[config.mk]
export PLATFORM = sky130hd
export DESIGN_NAME = uart_tx_arbiter
export DESIGN_NICKNAME = d
export VERILOG_FILES = /design/src/rtl/uart_tx_arbiter.sv
export SDC_FILE = /design/constraint.sdc
export NUM_CORES = 1
export LEC_CHECK = 0
export ABC_AREA = 1
export BUFFER_PORTS_ARGS = -buffer_cell sky130_fd_sc_hd__buf_4
export CAP_MARGIN = 0
export CORE_UTILIZATION = 50
export DETAILED_ROUTE_END_ITERATION = 16
export PLACE_DENSITY_LB_ADDON = 0.12
export SETUP_SLACK_MARGIN = 0.4
export SLEW_MARGIN = 15
export SYNTH_ARGS = -nofsm -noshare
export SYNTH_HDL_FRONTEND = slang
export SYNTH_SLANG_ARGS = --single-unit
[constraint.sdc]
create_clock -name i_clk_sys -period 1.96 [get_ports i_clk_sys]
set_clock_uncertainty 0.1 [all_clocks]
set_input_delay 0.49 -clock i_clk_sys [delete_from_list [all_inputs] [get_ports i_clk_sys]]
set_output_delay 0.49 -clock i_clk_sys [all_outputs]
set_load 0.01 [all_outputs]
[src/rtl/uart_tx_arbiter.sv]
// Round-robin arbiter with packet lock sharing one UART TX core between two byte sources.
// Latency: valid seen -> ready next cycle -> tx start the cycle after; sources hold valid until their one-cycle ready.
module uart_tx_arbiter #(
    parameter int unsigned START_TIMEOUT = 64,
    parameter int unsigned LOCK_TIMEOUT  = 1_000_000
) (
    input  logic       i_clk_sys,
    input  logic       i_rst,
    input  logic       i_req0_valid,
    input  logic [7:0] i_req0_data,
    input  logic       i_req0_last,
    output logic       o_req0_ready,
    input  logic       i_req1_valid,
    input  logic [7:0] i_req1_data,
    input  logic       i_req1_last,
    output logic       o_req1_ready,
    output logic [7:0] o_tx_data,
    output logic       o_tx_start,
    input  logic       i_tx_busy,
    output logic [1:0] o_grant,
    output logic       o_err_start_to,
    output logic       o_err_lock_to
);
    localparam int unsigned SW = $clog2(START_TIMEOUT + 1);
    localparam int unsigned LW = $clog2(LOCK_TIMEOUT + 1);

    typedef enum logic [2:0] {
        S_IDLE, S_ACK, S_START, S_WAIT_BUSY, S_WAIT_DONE
    } state_t;

    state_t        state_q, state_d;
    logic [1:0]    grant_q, grant_d;
    logic          lock_q, lock_d;
    logic          rel_q, rel_d;
    logic          ptr_q, ptr_d;
    logic [7:0]    data_q, data_d;
    logic [SW-1:0] scnt_q, scnt_d;
    logic [LW-1:0] lcnt_q, lcnt_d;
    logic          err_start, err_lock;

    // Owner is only meaningful while grant_q is non-zero (ACK onwards, or locked IDLE).
    logic       owner;
    logic       own_vld, own_last;
    logic [7:0] own_data;

    assign owner    = grant_q[1];
    assign own_vld  = owner ? i_req1_valid : i_req0_valid;
    assign own_last = owner ? i_req1_last  : i_req0_last;
    assign own_data = owner ? i_req1_data  : i_req0_data;

    always_comb begin
        state_d   = state_q;
        grant_d   = grant_q;
        lock_d    = lock_q;
        rel_d     = rel_q;
        ptr_d     = ptr_q;
        data_d    = data_q;
        scnt_d    = '0;
        lcnt_d    = '0;
        err_start = 1'b0;
        err_lock  = 1'b0;
        case (state_q)
            S_IDLE: begin
                if (lock_q) begin
                    if (own_vld) begin
                        state_d = S_ACK;
                    end else if (lcnt_q == LW'(LOCK_TIMEOUT - 1)) begin
                        err_lock = 1'b1;
                        lock_d   = 1'b0;
                        ptr_d    = ~owner;
                        grant_d  = 2'b00;
                    end else begin
                        lcnt_d = lcnt_q + 1'b1;
                    end
                end else if (i_req0_valid && (!i_req1_valid || !ptr_q)) begin
                    grant_d = 2'b01;
                    state_d = S_ACK;
                end else if (i_req1_valid) begin
                    grant_d = 2'b10;
                    state_d = S_ACK;
                end
            end
            S_ACK: begin
                // Byte is taken even if the source dropped valid this cycle.
                data_d = own_data;
                if (own_last) rel_d = 1'b1;
                else          lock_d = 1'b1;
                state_d = S_START;
            end
            S_START: begin
                state_d = S_WAIT_BUSY;
            end
            S_WAIT_BUSY: begin
                if (i_tx_busy) begin
                    state_d = S_WAIT_DONE;
                end else if (scnt_q == SW'(START_TIMEOUT - 1)) begin
                    err_start = 1'b1;
                    lock_d    = 1'b0;
                    rel_d     = 1'b0;
                    ptr_d     = ~owner;
                    grant_d   = 2'b00;
                    state_d   = S_IDLE;
                end else begin
                    scnt_d = scnt_q + 1'b1;
                end
            end
            S_WAIT_DONE: begin
                if (!i_tx_busy) begin
                    state_d = S_IDLE;
                    if (rel_q) begin
                        lock_d  = 1'b0;
                        rel_d   = 1'b0;
                        ptr_d   = ~owner;
                        grant_d = 2'b00;
                    end
                end
            end
            default: state_d = S_IDLE;
        endcase
    end

    always_ff @(posedge i_clk_sys) begin
        if (i_rst) begin
            state_q <= S_IDLE;
            grant_q <= 2'b00;
            lock_q  <= 1'b0;
            rel_q   <= 1'b0;
            ptr_q   <= 1'b0;
            data_q  <= 8'h00;
            scnt_q  <= '0;
            lcnt_q  <= '0;
        end else begin
            state_q <= state_d;
            grant_q <= grant_d;
            lock_q  <= lock_d;
            rel_q   <= rel_d;
            ptr_q   <= ptr_d;
            data_q  <= data_d;
            scnt_q  <= scnt_d;
            lcnt_q  <= lcnt_d;
        end
    end

    assign o_req0_ready   = (state_q == S_ACK) && grant_q[0];
    assign o_req1_ready   = (state_q == S_ACK) && grant_q[1];
    assign o_tx_start     = (state_q == S_START);
    assign o_tx_data      = data_q;
    assign o_grant        = grant_q;
    assign o_err_start_to = err_start;
    assign o_err_lock_to  = err_lock;
endmodule
==> flow_summary_export.csv, run 1 <==
group,metric,value,unit
setup_path,critical_path_class,"flop to output port",
global_routing,grt_max_degree,19,
sta,fmax,0.4705,GHz
pwr,pwr-share-comb,0.444,
sta,finalSetupTns,-0.1653,ns
setup_path,worst-path-max-fanout,2,
sta,period_share,1.084,
cells_and_area,area_delta_synth_final,56.76,%
global_routing,grt_pass1_vias,2337,
sta,whs,0.2782,ns
synth,async_flop_share,0,
route,drc,0,
route,ant_nets,0,
placed_design,io_buffer_count,37,
pwr,power,3.216,mW
floorplan,core-area,4324,µm²
sta,slew_headroom,0.6794,
setup_path,cp_top_family,"simple AND/OR/NAND/NOR gates",
clock_network,cts_root_buffer,"clkbuf_8",
pwr,powerDensity,912.5,nW/µm²
global_routing,overflow,0,
setup_path,crit_chain,"inv_2 -> nand4_1 -> nor2_2 -> nand2_4 -> nor4b_4 -> buf_4",
setup_path,critical_path.max_stage_delay,0.33,ns
global_routing,grt_usage,0.2578,
placed_design,gp_congestion,0.8545,
synth,synth_edf_count,0,
setup_path,cp.required,1.37,ns
floorplan,start_util,0.5200,
floorplan,chipWidth,69.06,µm
clock_network,cts_buffers,5,
pwr,p_int,2.040,mW
pwr,ir_drop,0.5724,mV
route,first_pass_iters,6,
global_routing,antenna_found_initial,0,
setup_path,endpoint_kind,"output port",
cells_and_area,fin_util,0.8151,
pwr,leakagePower,1.564,nW
hold_path,min_path_type,"input pin to flop",
route,vias_per_cell,5.560,
clock_network,cts_num_sinks,43,
setup_path,cp_data_arrival_time,1.54,ns
clock_network,path_clk_slew,0.09,ns
setup_path,slowest_stage,"dfxtp_2",
sta,setup_violations,1,
floorplan,rows,24,
floorplan,ios,38,
pwr,pwr-share-clk,0.222,
placed_design,dp_hpwl,3.683,mm
placed_design,dp_worst_setup_slack,0.04034,ns
synth,synth_ff_type,"dfxtp_1",
sta,period_needed,2.125,ns
global_routing,grt_pass1_wl,10.19,mm
sta,finalWorstSetupSlack,-0.1653,ns
clock_network,h-tree-depth,2,
sta,hold_viol_final,0,
route,dr_total_vias,2613,
route,wire_per_inst,15.59,µm
synth,synth_cell_types,29,
synth,ys_seq_elements,43,
pwr,pwr-share-seq,0.334,
clock_network,clock_latency,0.31,ns
cells_and_area,final_net_count,442,
sta,rsz0062_at_grt,"yes",
route,drt-initial-drc-count,145,
pwr,p_sw_frac,0.3656,
floorplan,die_area,4769,µm²
synth,syn_nets,349,
run_status,outcome,"finished, violations left",
clock_network,clockBufferDepth,2,
setup_path,cp-start-kind,"flop",
synth,syn_area_per_cell,6.940,µm²
floorplan,die_y,69.06,µm
synth,yosysWarnings,0,
pwr,power_switching,1.176,mW
sta,slew_violations,0,
cells_and_area,diodes,0,
clock_network,ctsHoldBuffers,0,
synth,synth_area,2248,µm²
cells_and_area,drive_above_1_share,0.5000,
flow_run,maxCapViolations,0,
run_status,violations,"setup timing",
sta,tightest_slew,0.4804,ns
route,routed_wl,7.326,mm
setup_path,crit_buf_inv,2,
clock_network,cts_tree,"built",
synth,synthesis.instances,324,
synth,ys_seq_area_frac,0.3829,
timing repair:
item / 4_1_cts / 5_1_grt
pin swaps: 23 / 15
endpoints found under the setup margin: 24 / 32
setup buffers: 32 / 11
gates resized for setup: 69 / 49
worst register-to-register path, stage by stage, from the launching register on:
cell,delay [ns]
dfxtp_1,0.40
inv_1,0.13
nor2_4,0.20
buf_6,0.12
buf_6,0.08
buf_6,0.11
nand2_2,0.06
nor2_2,0.09
nand3_2,0.14
nand2_1,0.11
nand2_1,0.06
nor2_1,0.11
nor2_1,0.06
final timing paths:
path	start	to	slack (ns)	cells after the start
setup / recovery	lcnt_q[15]	o_err_lock_to	-0.17	6
hold / removal	i_rst	state_q[1]	0.28	2
setup reg to reg	lcnt_q[3]	lock_q	0.08	12
hold reg to reg	scnt_q[6]	scnt_q[6]	0.37	2
power by group through the flow:
| stage | logic [mW] | registers (mW) | clock network, mW |
|---|---|---|---|
| 2_1_floorplan | 0.584 | 1.12 | 0 |
| 3_3_place_gp | 0.948 | 1.08 | 0 |
| 3_5_place_dp | 0.955 | 1.08 | 0 |
| 4_1_cts | 1.14 | 1.07 | 0.699 |
| 5_1_grt | 1.54 | 1.09 | 0.747 |
| 6_report | 1.43 | 1.07 | 0.716 |
synthesized netlist by cell type, types with 5 or more instances:
cell	instances	area, µm²
nand2_2	5	31.28
nor3b_1	5	37.54
a21oi_2	6	52.55
nand3_1	19	95.09
o21ai_0	15	75.07
nor2_2	7	43.79
nor3_1	15	75.07
nand4_1	9	56.30
a31oi_1	8	50.05
inv_1	39	146.4
dfxtp_1	43	860.8
a21oi_1	9	45.04
nand2_1	75	281.5
nor2_1	43	161.4
flip-flops by register name, summed over array words and instances, names as in the netlist:
name	flops
lcnt_q	20
lock_q	1
o_grant	2
o_tx_data	8
ptr_q	1
rel_q	1
scnt_q	7
state_q	3
routing by layer:
layer  GRT usage  part of all wire  vias up
met3     0.04386             0.061       43
met4      0.1088             0.049        0
met5           0                 0        -
met1      0.3214              0.40     1192
met2      0.4369              0.49      138
li1            -                 -     1240
stage by stage:
stage,cell area (µm²),std cells
floorplan,2316,324
global placement,2713,419
detailed placement,2713,419
CTS,3264,459
global route,3525,470
finish,3525,470
cell type report:
class	count	area [µm²]
inverter	40	155.1
sequential	43	893.4
timing repair buffer	91	790.8
clock inverter	3	43.79
multi-input combinational	236	1508
fill	268	799.5
tap	52	65.06
clock buffer	5	68.82
logic make-up after synthesis:
kind of cell / count (synthesis) / share of synthesized area
buf+inv: 45 / 0.08514
fa+ha+maj: 2 / 0.01113
compound gates: 41 / 0.1124
simple gates: 187 / 0.3851
flops: 43 / 0.3829
xor+xnor: 6 / 0.02337
layout by cell type (no fill, tap or decap), types with 11 or more instances in the layout:
cell     count
nand2_1     59
nor2_1      32
o21ai_0     13
nand2_2     15
dfxtp_1     21
nor2_4      13
dfxtp_2     20
buf_6       20
inv_2       11
inv_1       26
nand3_1     13
buf_4       68
(Power assumes the default switching activity.)
==> run 2: changes to the inputs <==
--- a/config.mk
+++ b/config.mk
@@ -8,6 +8,7 @@
 export ABC_AREA = 1
 export BUFFER_PORTS_ARGS = -buffer_cell sky130_fd_sc_hd__buf_4
 export CAP_MARGIN = 0
+export CORE_MARGIN = 8
 export CORE_UTILIZATION = 50
 export DETAILED_ROUTE_END_ITERATION = 16
 export PLACE_DENSITY_LB_ADDON = 0.12
==> flow_summary_export.csv, run 2 (synthesized netlist as in run 1, its figures left out) <==
group,metric,value,unit
run_status,outcome,"finished, violations left",
run_status,violations,"setup timing",
route,wire_per_inst,14.98,µm
clock_network,path_clk_slew,0.09,ns
setup_path,crit_chain,"inv_2 -> nand4_1 -> nor2_2 -> nand2_4 -> nor4b_4 -> buf_4",
route,routed_wl,7.009,mm
route,first_pass_iters,4,
setup_path,cp_data_arrival_time,1.51,ns
setup_path,critical_path_class,"flop to output port",
global_routing,top_usage_layer,"met2",
clock_network,clockBufferDepth,2,
floorplan,core-area,4354,µm²
sta,period_needed,2.097,ns
pwr,p_sw_frac,0.3795,
pwr,ir_drop,0.7345,mV
cells_and_area,largest_reg_flops,20,
sta,fmax,0.4770,GHz
floorplan,ios,38,
sta,slew_violations,0,
sta,slew_headroom,0.6225,
global_routing,grt_use_met3,0.05078,
cells_and_area,area_delta_synth_final,56.37,%
sta,tightest_slew,0.5657,ns
sta,hold_viol_final,0,
pwr,powerDensity,897.2,nW/µm²
floorplan,die_y,83.06,µm
sta,finalWorstSetupSlack,-0.1365,ns
placed_design,io_buffer_count,37,
clock_network,clock_latency,0.30,ns
global_routing,grt_pass1_vias,2435,
clock_network,ctsHoldBuffers,0,
cells_and_area,diodes,0,
placed_design,dp_worst_setup_slack,0.06601,ns
pwr,pwr-share-clk,0.183,
pwr,power,3.155,mW
clock_network,cts_tree,"built",
cells_and_area,final_cell_mix,"nand2_1, buf_4, nor2_1",
cells_and_area,fillers,263,
setup_path,endpoint_kind,"output port",
setup_path,critical_path.max_stage_delay,0.33,ns
route,vias_per_cell,5.340,
setup_path,slowest_stage,"dfxtp_2",
global_routing,grt_usage,0.1752,
pwr,pwr-share-comb,0.474,
route,ant_nets,0,
global_routing,grt_pass1_wl,10.47,mm
pwr,pwr-share-seq,0.343,
global_routing,gr-usage-met1,0.1931,
global_routing,grt_max_degree,19,
cells_and_area,drive_above_1_share,0.4712,
clock_network,cts_num_sinks,43,
flow_run,maxCapViolations,0,
floorplan,rows,24,
setup_path,cp-start-kind,"flop",
sta,period_share,1.070,
hold_path,min_path_type,"input pin to flop",
clock_network,h-tree-depth,2,
cells_and_area,largest_register,"lcnt_q",
placed_design,gp_congestion,0.8730,
floorplan,chipWidth,83.06,µm
pwr,power_switching,1.197,mW
sta,rsz0062_at_grt,"yes",
placed_design,dp_hpwl,3.984,mm
route,drc,0,
setup_path,worst-path-max-fanout,2,
global_routing,antenna_found_initial,0,
sta,setup_violations,1,
floorplan,die_area,6899,µm²
clock_network,cts_root_buffer,"clkbuf_8",
pwr,leakagePower,1.505,nW
hold_path,hold_depth,2,
route,dr_total_vias,2499,
setup_path,worstRegToRegCells,12,
pwr,p_int,1.957,mW
clock_network,cts_buffers,5,
cells_and_area,mostFrequentLayoutCell,"nand2_1",
cells_and_area,final_net_count,440,
route,drt-initial-drc-count,162,
global_routing,overflow,0,
setup_path,cp.required,1.37,ns
global_routing,met2_usage,0.3069,
floorplan,start_util,0.5164,
## run 2: cell types whose count changed in the layout (fill, tap and decap cells not counted), sizes merged
cell | previous run | this run
inv | 39 | 40
clkinvlp | 0 | 2
buf | 91 | 89
bufinv | 1 | 0
clkinv | 3 | 1
## run 2: cell type report
class / count / area (µm²) / share of cell area
multi-input combinational: 236 / 1500 / 0.4267
tap: 52 / 65.06 / 0.01851
clock inverter: 3 / 23.77 / 0.006762
sequential: 43 / 893.4 / 0.2541
clock buffer: 5 / 68.82 / 0.01957
inverter: 40 / 155.1 / 0.04413
timing repair buffer: 89 / 809.5 / 0.2302
## run 2: power groups by stage
| stage | clock, mW | combinational (mW) | sequential (mW) |
|---|---|---|---|
| 5_1_grt | 0.631 | 1.61 | 1.10 |
| 3_5_place_dp | 0 | 0.943 | 1.08 |
| 6_report | 0.576 | 1.50 | 1.08 |
| 4_1_cts | 0.592 | 1.25 | 1.07 |
| 2_1_floorplan | 0 | 0.584 | 1.12 |
| 3_3_place_gp | 0 | 0.931 | 1.08 |
## run 2: worst paths after layout
check | startpoint | slack (ns) | endpoint
setup / recovery | lcnt_q[15] | -0.14 | o_err_lock_to
hold / removal | i_rst | 0.29 | state_q[1]
setup reg to reg | lcnt_q[1] | 0.21 | o_grant[1]
hold reg to reg | scnt_q[6] | 0.37 | scnt_q[6]
## run 2: timing repair
| item | in CTS | in global routing |
|---|---|---|
| setup endpoints to repair | 27 | 38 |
| endpoints found under the hold margin | 0 | 0 |
| gates cloned | 1 | 0 |
| buffers inserted | 31 | 9 |
| gates resized for setup | 71 | 42 |
| pin swaps | 27 | 10 |
## run 2: through the flow
stage               hold slack, ns    util  instances  TNS (ns)  cell area [µm²]
floorplan                   0.3175       -        324         0             2316
global placement            0.3275  0.6230        419         0             2713
detailed placement          0.3337  0.6230        419         0             2713
CTS                         0.2751  0.7589        459   -0.1009             3304
global route                0.2884  0.8075        468   -0.1699             3516
finish                      0.2897  0.8075        468   -0.1365             3516
## run 2: critical path: cells and delay by family, from the launching register on
family	cells	cell delay (ns)
buf+inv	2	0.22
simple gates	4	0.66
flops	1	0.33
## run 2: layer usage
metal | up-vias | part of all wire
li1 | 1234 | -
met1 | 1128 | 0.40
met3 | 36 | 0.055
met5 | - | 0
met4 | 0 | 0.041
met2 | 101 | 0.51
==> run 3: changes to the inputs <==
--- a/config.mk
+++ b/config.mk
@@ -12,7 +12,7 @@
 export CORE_UTILIZATION = 50
 export DETAILED_ROUTE_END_ITERATION = 16
 export PLACE_DENSITY_LB_ADDON = 0.12
-export SETUP_SLACK_MARGIN = 0.4
+export SETUP_SLACK_MARGIN = 0.3
 export SLEW_MARGIN = 15
 export SYNTH_ARGS = -nofsm -noshare
 export SYNTH_HDL_FRONTEND = slang
==> flow_summary_export.csv, run 3 (synthesized netlist as in run 1, its figures left out) <==
group,metric,value,unit
run_status,outcome,"finished, violations left",
run_status,violations,"setup timing",
clock_network,cts_buffers,5,
clock_network,ctsHoldBuffers,0,
cells_and_area,finalInstanceArea,3313,µm²
cells_and_area,largest_reg_flops,20,
floorplan,chipWidth,83.06,µm
pwr,ir_drop,0.6327,mV
sta,fmax,0.4720,GHz
sta,slew_headroom,0.6629,
floorplan,rows,24,
global_routing,grt_usage,0.1717,
flow_run,maxCapViolations,0,
clock_network,cts_num_sinks,43,
setup_path,critical_path_class,"flop to output port",
sta,tightest_slew,0.5050,ns
sta,finalWorstSetupSlack,-0.1588,ns
route,drt-initial-drc-count,142,
cells_and_area,diodes,0,
route,ant_nets,0,
clock_network,clockBufferDepth,2,
setup_path,crit_buf_inv,2,
clock_network,cts_root_buffer,"clkbuf_8",
clock_network,h-tree-depth,2,
floorplan,die_y,83.06,µm
placed_design,dp_hpwl,3.946,mm
global_routing,grt_max_degree,19,
sta,hold_viol_final,0,
sta,rsz0062_at_grt,"yes",
placed_design,gp_congestion,0.9236,
route,first_pass_iters,4,
placed_design,io_buffer_count,37,
route,vias_per_cell,5.258,
hold_path,hold_depth,2,
setup_path,cp_data_arrival_time,1.53,ns
setup_path,endpoint_kind,"output port",
global_routing,grt_pass1_wl,10.23,mm
floorplan,die_area,6899,µm²
setup_path,cp.required,1.37,ns
cells_and_area,mostFrequentLayoutCell,"buf_4",
clock_network,clock_latency,0.29,ns
setup_path,r2r_setup_slack,0.04,ns
cells_and_area,largest_register,"lcnt_q",
route,routed_wl,6.361,mm
sta,whs,0.2985,ns
setup_path,slowest_stage,"dfxtp_2",
cells_and_area,layout.cells.non_filler,461,
setup_path,cp-start-kind,"flop",
setup_path,worst-path-max-fanout,2,
hold_path,min_path_type,"input pin to flop",
cells_and_area,final_net_count,433,
global_routing,overflow,0,
route,wire_per_inst,13.80,µm
setup_path,crit_chain,"inv_2 -> nand4_1 -> nor2_2 -> nand2_4 -> nor4b_4 -> buf_4",
global_routing,grt_pass1_vias,2333,
cells_and_area,area_delta_synth_final,47.36,%
sta,setup_violations,1,
cells_and_area,fin_util,0.7609,
pwr,powerDensity,884.2,nW/µm²
floorplan,ios,38,
sta,period_needed,2.119,ns
sta,period_share,1.081,
floorplan,core-area,4354,µm²
setup_path,critical_path.max_stage_delay,0.33,ns
pwr,leakagePower,1.428,nW
global_routing,antenna_found_initial,0,
sta,slew_violations,0,
cells_and_area,final_cell_mix,"buf_4, nand2_1, nor2_1",
route,dr_total_vias,2424,
setup_path,path_depth,6,
placed_design,numPlacedInstances,419,
route,drc,0,
cells_and_area,drive_above_1_share,0.4377,
placed_design,post_dp_cell_area,2701,µm²
setup_path,cp_top_family,"simple AND/OR/NAND/NOR gates",
clock_network,cts_tree,"built",
pwr,power,2.929,mW
floorplan,start_util,0.5164,
clock_network,path_clk_slew,0.08,ns
setup_path,worstRegToRegCells,14,
[run 3: what timing repair did]
item	in CTS	in global routing
setup buffers	24	10
setup endpoints to repair	20	26
pin swaps	20	20
gates resized for setup	53	32
[run 3: layout make-up]
type                       count  area, µm²
clock inverter                 1      7.507
multi-input combinational    236       1418
clock buffer                   7      96.34
sequential                    43      890.9
tap                           52      65.06
inverter                      40      150.1
timing repair buffer          82      685.7
fill                         331       1041
[run 3: stage by stage]
step	setup TNS [ns]	setup slack, ns
after detailed placement	0	0.01782
final	-0.1588	-0.1588
after CTS	-0.1028	-0.1028
after global routing	-0.3345	-0.2072
after global placement	0	0.04552
after floorplan	0	0.2767
[run 3: report_power, final]
part           internal (mW)  switching, mW  total [mW]
Clock                  0.320          0.302       0.623
Sequential              1.00          0.103        1.10
Combinational          0.535          0.669        1.20
[run 3: path summary, 6_finish.rpt]
check | start | end
setup / recovery | lcnt_q[15] | o_err_lock_to
hold / removal | i_rst | state_q[1]
setup reg to reg | lcnt_q[15] | o_grant[1]
hold reg to reg | rel_q | rel_q
[run 3: layer usage]
layer  wire [µm]  vias to the layer above  track usage
met1        2771                     1129       0.2003
met2        3189                       67       0.2949
met5           0                        -            0
met4         104                        0      0.05591
met3         297                       10      0.04590
li1            -                     1218            -
